<file path="src/rtl/imem_loader.sv">
// Streams a length-prefixed byte image into instruction memory as big-endian 32-bit words.
// Define IMEM_LOADER_CHECKSUM_EN to require a trailing XOR checksum byte after the data.
module imem_loader #(
    parameter int unsigned ADDR_W = 8
) (
    input  logic              clk,
    input  logic              rst,
    input  logic              start,
    input  logic [7:0]        in_data,
    input  logic              in_valid,
    output logic              in_ready,
    output logic              wr_en,
    output logic [ADDR_W-1:0] wr_addr,
    output logic [31:0]       wr_data,
    output logic              busy,
    output logic              done,
    output logic              err
);
    localparam int unsigned CNT_W = ADDR_W + 1;
    localparam int unsigned DEPTH = 32'd1 << ADDR_W;

`ifdef IMEM_LOADER_CHECKSUM_EN
    typedef enum logic [2:0] {S_IDLE, S_LEN_HI, S_LEN_LO, S_DATA, S_CSUM, S_DONE, S_ERR} state_t;
`else
    typedef enum logic [2:0] {S_IDLE, S_LEN_HI, S_LEN_LO, S_DATA, S_DONE, S_ERR} state_t;
`endif

    state_t           state;
    state_t           state_d;
    logic [7:0]       len_hi;
    logic [15:0]      len;
    logic [1:0]       byte_cnt;
    logic [CNT_W-1:0] word_cnt;
    logic [23:0]      shift;
`ifdef IMEM_LOADER_CHECKSUM_EN
    logic [7:0]       csum;
`endif

    logic        accept_c;
    logic        start_load_c;
    logic [15:0] len_word_c;
    logic        len_bad_c;
    logic        last_byte_c;
    logic        last_word_c;
    logic        active_d_c;

    // Handshake and length/position decodes
    always_comb begin
        accept_c     = in_valid && in_ready;
        len_word_c   = {len_hi, in_data};
        len_bad_c    = (len_word_c == 16'd0) || (32'(len_word_c) > DEPTH);
        last_byte_c  = (byte_cnt == 2'd3);
        last_word_c  = ((32'(word_cnt) + 32'd1) == 32'(len));
        start_load_c = start && ((state == S_IDLE) || (state == S_DONE) || (state == S_ERR));
    end

    // Next-state logic
    always_comb begin
        state_d    = state;
        active_d_c = 1'b0;
        case (state)
            S_IDLE, S_DONE, S_ERR: if (start) state_d = S_LEN_HI;
            S_LEN_HI: if (accept_c) state_d = S_LEN_LO;
            S_LEN_LO: if (accept_c) state_d = len_bad_c ? S_ERR : S_DATA;
            S_DATA: begin
                if (accept_c && last_byte_c && last_word_c) begin
`ifdef IMEM_LOADER_CHECKSUM_EN
                    state_d = S_CSUM;
`else
                    state_d = S_DONE;
`endif
                end
            end
`ifdef IMEM_LOADER_CHECKSUM_EN
            S_CSUM: if (accept_c) state_d = (in_data == csum) ? S_DONE : S_ERR;
`endif
            default: state_d = S_IDLE;
        endcase
        active_d_c = (state_d != S_IDLE) && (state_d != S_DONE) && (state_d != S_ERR);
    end

    always_ff @(posedge clk or posedge rst) begin
        if (rst) state <= S_IDLE;
        else     state <= state_d;
    end

    // Registered outputs and word assembly datapath
    always_ff @(posedge clk or posedge rst) begin
        if (rst) begin
            in_ready <= 1'b0;
            busy     <= 1'b0;
            done     <= 1'b0;
            err      <= 1'b0;
            wr_en    <= 1'b0;
            wr_addr  <= '0;
            wr_data  <= '0;
            len_hi   <= '0;
            len      <= '0;
            byte_cnt <= '0;
            word_cnt <= '0;
            shift    <= '0;
`ifdef IMEM_LOADER_CHECKSUM_EN
            csum     <= '0;
`endif
        end else begin
            in_ready <= active_d_c;
            busy     <= active_d_c;
            done     <= (state_d == S_DONE) && (state != S_DONE);
            err      <= (state_d == S_ERR);
            wr_en    <= 1'b0;
            if (start_load_c) begin
                byte_cnt <= '0;
                word_cnt <= '0;
                wr_addr  <= '0;
`ifdef IMEM_LOADER_CHECKSUM_EN
                csum     <= '0;
`endif
            end
            if (accept_c) begin
                case (state)
                    S_LEN_HI: len_hi <= in_data;
                    S_LEN_LO: len    <= len_word_c;
                    S_DATA: begin
                        byte_cnt <= byte_cnt + 2'd1;
                        shift    <= {shift[15:0], in_data};
`ifdef IMEM_LOADER_CHECKSUM_EN
                        csum     <= csum ^ in_data;
`endif
                        if (last_byte_c) begin
                            wr_en    <= 1'b1;
                            wr_data  <= {shift, in_data};
                            wr_addr  <= word_cnt[ADDR_W-1:0];
                            word_cnt <= word_cnt + CNT_W'(1);
                        end
                    end
                    default: ;
                endcase
            end
        end
    end

endmodule

</file>
<file path="config.mk">
export PLATFORM = sky130hd
export DESIGN_NAME = imem_loader
export DESIGN_NICKNAME = d
export VERILOG_FILES = /design/src/rtl/imem_loader.sv
export SDC_FILE = /design/constraint.sdc
export NUM_CORES = 1
export LEC_CHECK = 0
export ABC_AREA = 1
export BUFFER_PORTS_ARGS = -buffer_cell sky130_fd_sc_hd__buf_4
export CAP_MARGIN = 25
export CORE_MARGIN = 8
export CORE_UTILIZATION = 35
export CTS_BUF_LIST = sky130_fd_sc_hd__clkbuf_8
export DETAILED_ROUTE_END_ITERATION = 7
export SYNTH_ARGS = -nofsm -noshare
export SYNTH_HDL_FRONTEND = slang
export SYNTH_SLANG_ARGS = --single-unit
</file>
<file path="constraint.sdc">
create_clock -name clk -period 7.4 [get_ports clk]
set_input_delay 1.48 -clock clk [delete_from_list [all_inputs] [get_ports clk]]
set_output_delay 1.48 -clock clk [all_outputs]
set_load 0.1 [all_outputs]
</file>
* Yosys cells after proc, flatten, opt, wreduce, memory -nomap -nowiden
Index checks and enable logic that the tools add are counted.
** Operators by class
- Add/sub/neg operators :: 3
- $mul :: 0
- Divide/modulo/power cells :: 0
- $lt $le $gt $ge :: 1
- Equality and inequality tests :: 12
- Shifts and indexed selects :: 0
- Multiplexer cells :: 20
- Bitwise operators :: 0
- Reduce and logical (&&, ||, !) cells :: 18
** Operators by type and width (number)
- 9-bit two-way mux :: 4
- 8-bit two-way mux :: 4
- 10-bit by 16-bit == test with 1-bit output :: 1
- 16-bit by 9-bit > comparator with 1-bit output, second input constant :: 1
- 16-bit zero test :: 1
- 3-bit two-way mux :: 5
- 3-bit == test, second input constant :: 4
- 3-bit one-hot mux with 4 select lines :: 1
- 9-bit by 1-bit adder with 10-bit output, second input constant :: 1
- 9-bit by 1-bit adder with 9-bit output, second input constant :: 1
- 3-bit != test, second input constant :: 3
- 1-bit logical AND :: 7
- 3-bit by 2-bit == test with 1-bit output, second input constant :: 2
- 2-bit two-way mux :: 3
- 2-bit AND reduction :: 3
- 3-bit by 1-bit == test with 1-bit output, second input constant :: 1
- 3-bit zero test :: 1
- 1-bit logical OR :: 3
- 1-bit two-way mux :: 3
- 3-bit AND reduction :: 1
- 3-bit nonzero test :: 1
- 3-bit OR reduction :: 1
- 2-bit by 1-bit adder with 2-bit output, second input constant :: 1
- 2-bit == test, second input constant :: 1
** Word-level totals
- Register bits after elaboration :: 106
- Bits in latches :: 0
- Memory bits (writable) :: 0
- Memory bits (read-only) :: 0
- Input port bits :: 12
- Word-level logic and storage cells :: 66
- Memories kept :: 0

* Logic depth before layout (Yosys ltp)
- Depth in word-level cells :: 8
- Depth in mapped cells :: 15
- Depth with buffers taken out :: 15

* Least setup slack after synthesis
Ideal clock, no wire load.
- Kind :: reg2out
- From :: register, netlist name busy
- To :: output port in_ready
- Arrival :: 1340 ps
- Path slack :: 4580 ps
- Cell stages (with the launch flop) :: 2
- Buffers on the path :: 1
- Path through :: dfrtp_1 > buf_4
** RTL lines
- to (decl) :: RTL line 11 : output logic in_ready,

* Worst setup path in the final report
- From :: input port in_valid
- To :: register busy
** Between the ends
- Cells in the longest elaborated chain, start to end :: 8
** RTL lines
- from (decl) :: RTL line 10 : input logic in_valid,
- 1-bit logical AND (*) :: RTL line 49 : accept_c = in_valid && in_ready;
- 1-bit logical AND (2 in series) :: RTL line 66 : if (accept_c && last_byte_c && last_word_c) begin
- 3-bit two-way mux :: RTL line 66
- 3-bit one-hot mux with 4 select lines (*) :: RTL line 61 : case (state)
- 3-bit != test or 3-bit nonzero test (tied branches) :: RTL line 79 : active_d_c = (state_d != S_IDLE) && (state_d != S_DONE) && (state_d != S_ERR);
- 1-bit logical AND :: RTL line 79
- 1-bit logical AND (*) :: RTL line 79
- net active_d_c :: RTL line 45 : logic active_d_c;
- to (signal assigned) :: RTL line 107 : busy <= active_d_c;
- to (decl) :: RTL line 15 : output logic busy,
The timed path passes the listed nets; every way through them passes the cells marked *.
A chain may end at the register's enable or synchronous reset.

==> summary.txt <==
Worst setup path
  – Critical Path AT: 3420 ps
  – CP required: 7680 ps
  – Reg2Reg Launch Point: busy
  – Reg2reg path depth: 8
  – Reg2reg setup slack: 5050 ps
  – Worst Path Max Fanout: 31
  – Critical path launch point type: input port
  – WS Path Type: in -> reg
  – CP Capture Type: flip-flop
  – Worst r2r dst: busy

Yosys
  – Syn nets: 542
  – Distinct cell type count of the synthesized netlist: 30
  – Post-Syn Area: 0.00457 mm^2
  – Post-synth top area cell: dfrtp_1
  – Syn_area_per_cell: 8.65 um^2
  – Cells after synthesis: 528
  – Largest cells by area after synthesis: dfrtp_1, nand2_1, o21ai_0, inv_1, nand3_1
  – Synth warn: 0
  – Share of the synthesized area in the top cell type: 0.581
  – Post-synthesis sequential area ratio: 0.581
  – Synthesized flop and latch total: 106

CTS
  – Root Buffer: clkbuf_8
  – Post_cts resized: 0
  – # hold bufs at CTS: 0
  – CTS tree: done
  – Clk Latency, worst-skew pair: 380 ps
  – Setup Buffers After CTS: 0
  – Clock sink count: 106
  – CTS Buffer Depth: 2
  – CTS H-Tree Depth: 3
  – Clk slew on worst S/H paths: 90 ps
  – TritonCTS buffer count: 9

STA
  – Worst hold margin: 483 ps
  – Final Skew: 13.2 ps
  – Slew Limit Fails: 0
  – Fmax: 318 MHz
  – Final period util: 0.424
  – Slew HR: 0.453
  – Fin Setup TNS: 0 ps
  – Final Critical Period: 3140 ps
  – Slew @ Worst Pin: 819 ps
  – RSZ-0062 raised after global routing: no
  – Final Hold Vio Count: 0
  – # setup viols final: 0

Global routing
  – Vias in the first global route: 3463
  – Routing usage on met3: 0.0432
  – Grt met1 use: 0.164
  – Global route overflow: 0
  – Largest net degree at the start of global routing: 55
  – All-Layer GR Usage: 0.129
  – First-pass GRT wire length: 17200 um
  – Busiest layer in global routing: met2
  – Initial antenna violation count: 0
  – Grt met2 use: 0.202

Hold path
  – Hold EP: wr_data[29]
  – Hold WC Path Type: reg -> reg
  – Worst hold path startpoint: wr_data[29]
  – Hold Path Cell Cnt: 2

Placed design
  – Hpwl dp: 7430 um
  – PortBufs: 56
  – Gpl congestion: 0.844

Cells and area
  – NumNets Final: 592
  – Area Overhead vs Synth: 16.3%
  – N_diodes: 0
  – Layout cells sized above 1: 0.151

Die
  – Placement Rows: 41
  – Die Area: 0.0170 mm^2
  – Die width: 130 um
  – Num ports: 57
  – Starting Density: 0.361
  – Core footprint: 0.0127 mm^2
  – Die Y: 130 um

Detailed routing
  – Initial DRC count: 259
  – DRT Pass-1 Iters: 4
  – Via-to-Cell Ratio: 4.64
  – Post-route ant nets: 0
  – Post-DR wirelength/cell: 13.3 um
  – Via count: 3506
  – DRC Markers: 0
  – WL final: 10000 um

Run
  – Max_cap viols: 0

Pwr
  – PwrDens: 305 mW/mm^2
  – VDD IR max: 137 uV
  – LEAKAGE: 2.72 nW

Status
  – Outcome: completed
Yosys cell counts:
cell type,count
clkbuf_1,11
buf_6,3
nor4_1,1
o22ai_2,2
nand2_1,162
a211oi_1,1
inv_1,66
o22ai_1,2
o21ai_0,64
ha_1,2
nor2_2,2
xor2_1,1
dfrtp_1,106
nand2_2,1
nor2_1,17
nand3_1,36
nor3_1,4
nand3_2,1
a21oi_1,2
buf_1,2
nor2_8,2
nand4_1,8
buf_4,1
buf_2,2
inv_4,1
o21ai_1,20
nor3_4,1
inv_2,3
nand3b_1,3
or2_2,1
power by group:
part           switching (mW)  internal [mW]
combinational           0.349          0.134
clock                   0.193          0.139
sequential             0.0848          0.722
total                   0.627          0.995
through the flow:
step                cells  worst slack [ps]  instance area, um^2  total power [mW]   util
finish                755              4260                 5320              1.62  0.420
global placement      738              3720                 5110              1.29  0.404
CTS                   755              4290                 5320              1.64  0.420
floorplan             528              3130                 4570              1.18      -
detailed placement    739              3890                 5130              1.31  0.405
global route          755              4080                 5320              1.74  0.420
worst max-delay path: stages:
cell and delay, ps:
buf_4 100, nand2_1 240, inv_1 150, nand2_1 630
inv_1 220, nor3_1 310, nand4_1 140, nand2_1 100
inv_1 40
per-layer routing:
layer / share of wire / routed length [um]
met5: 0 / 0
met4: 0.019 / 191
met3: 0.045 / 452
met2: 0.47 / 4680
met1: 0.47 / 4690
registers in the layout (all words and copies together) (netlist names):
register and count:
wr_data 32, busy 1, err 1, state 3, wr_en 1, word_cnt 9
wr_addr 8, done 1, byte_cnt 2, len 16, shift 24, len_hi 8
layout by cell type, fill, tap and decap left out, types with 4 or more instances in the layout:
master / synthesis / routed
nand3_1: 36 / 36
nor3_1: 4 / 4
nand4_1: 8 / 8
nand2_1: 162 / 162
o21ai_1: 20 / 20
buf_4: 1 / 57
nor2_1: 17 / 17
o21ai_0: 64 / 64
dfrtp_1: 106 / 106
inv_1: 66 / 66
clkbuf_8: 0 / 11
logic make-up after synthesis:
group | after synthesis | share of synthesized area
AOI/OAI and AO/OA | 91 | 0.104
xor gates and xnor gates | 1 | 0.00192
adders and majority gates | 2 | 0.00548
buffers and inverters | 89 | 0.0800
DFF | 106 | 0.581
and+or+nand+nor | 239 | 0.228
cell type report:
type | count | area (um^2)
Fill cell | 1282 | 7350
Timing Repair Buffer | 58 | 448
Clock inverter | 5 | 30.0
Sequential cell | 106 | 2650
Tap cell | 172 | 215
Clock buffer | 11 | 151
Inverter | 70 | 268
Multi-Input combinational cell | 333 | 1550
worst max path at each step:
stage	from	end	slack, ps	depth (start not counted)
2_1_floorplan	rst	busy	3130	1
3_3_place_gp	in_valid	word_cnt[6]	3720	8
3_5_place_dp	in_valid	busy	3890	9
4_1_cts	in_valid	busy	4290	9
5_1_grt	in_valid	busy	4080	9
6_report	in_valid	busy	4260	9
(Power assumes the default switching activity.)
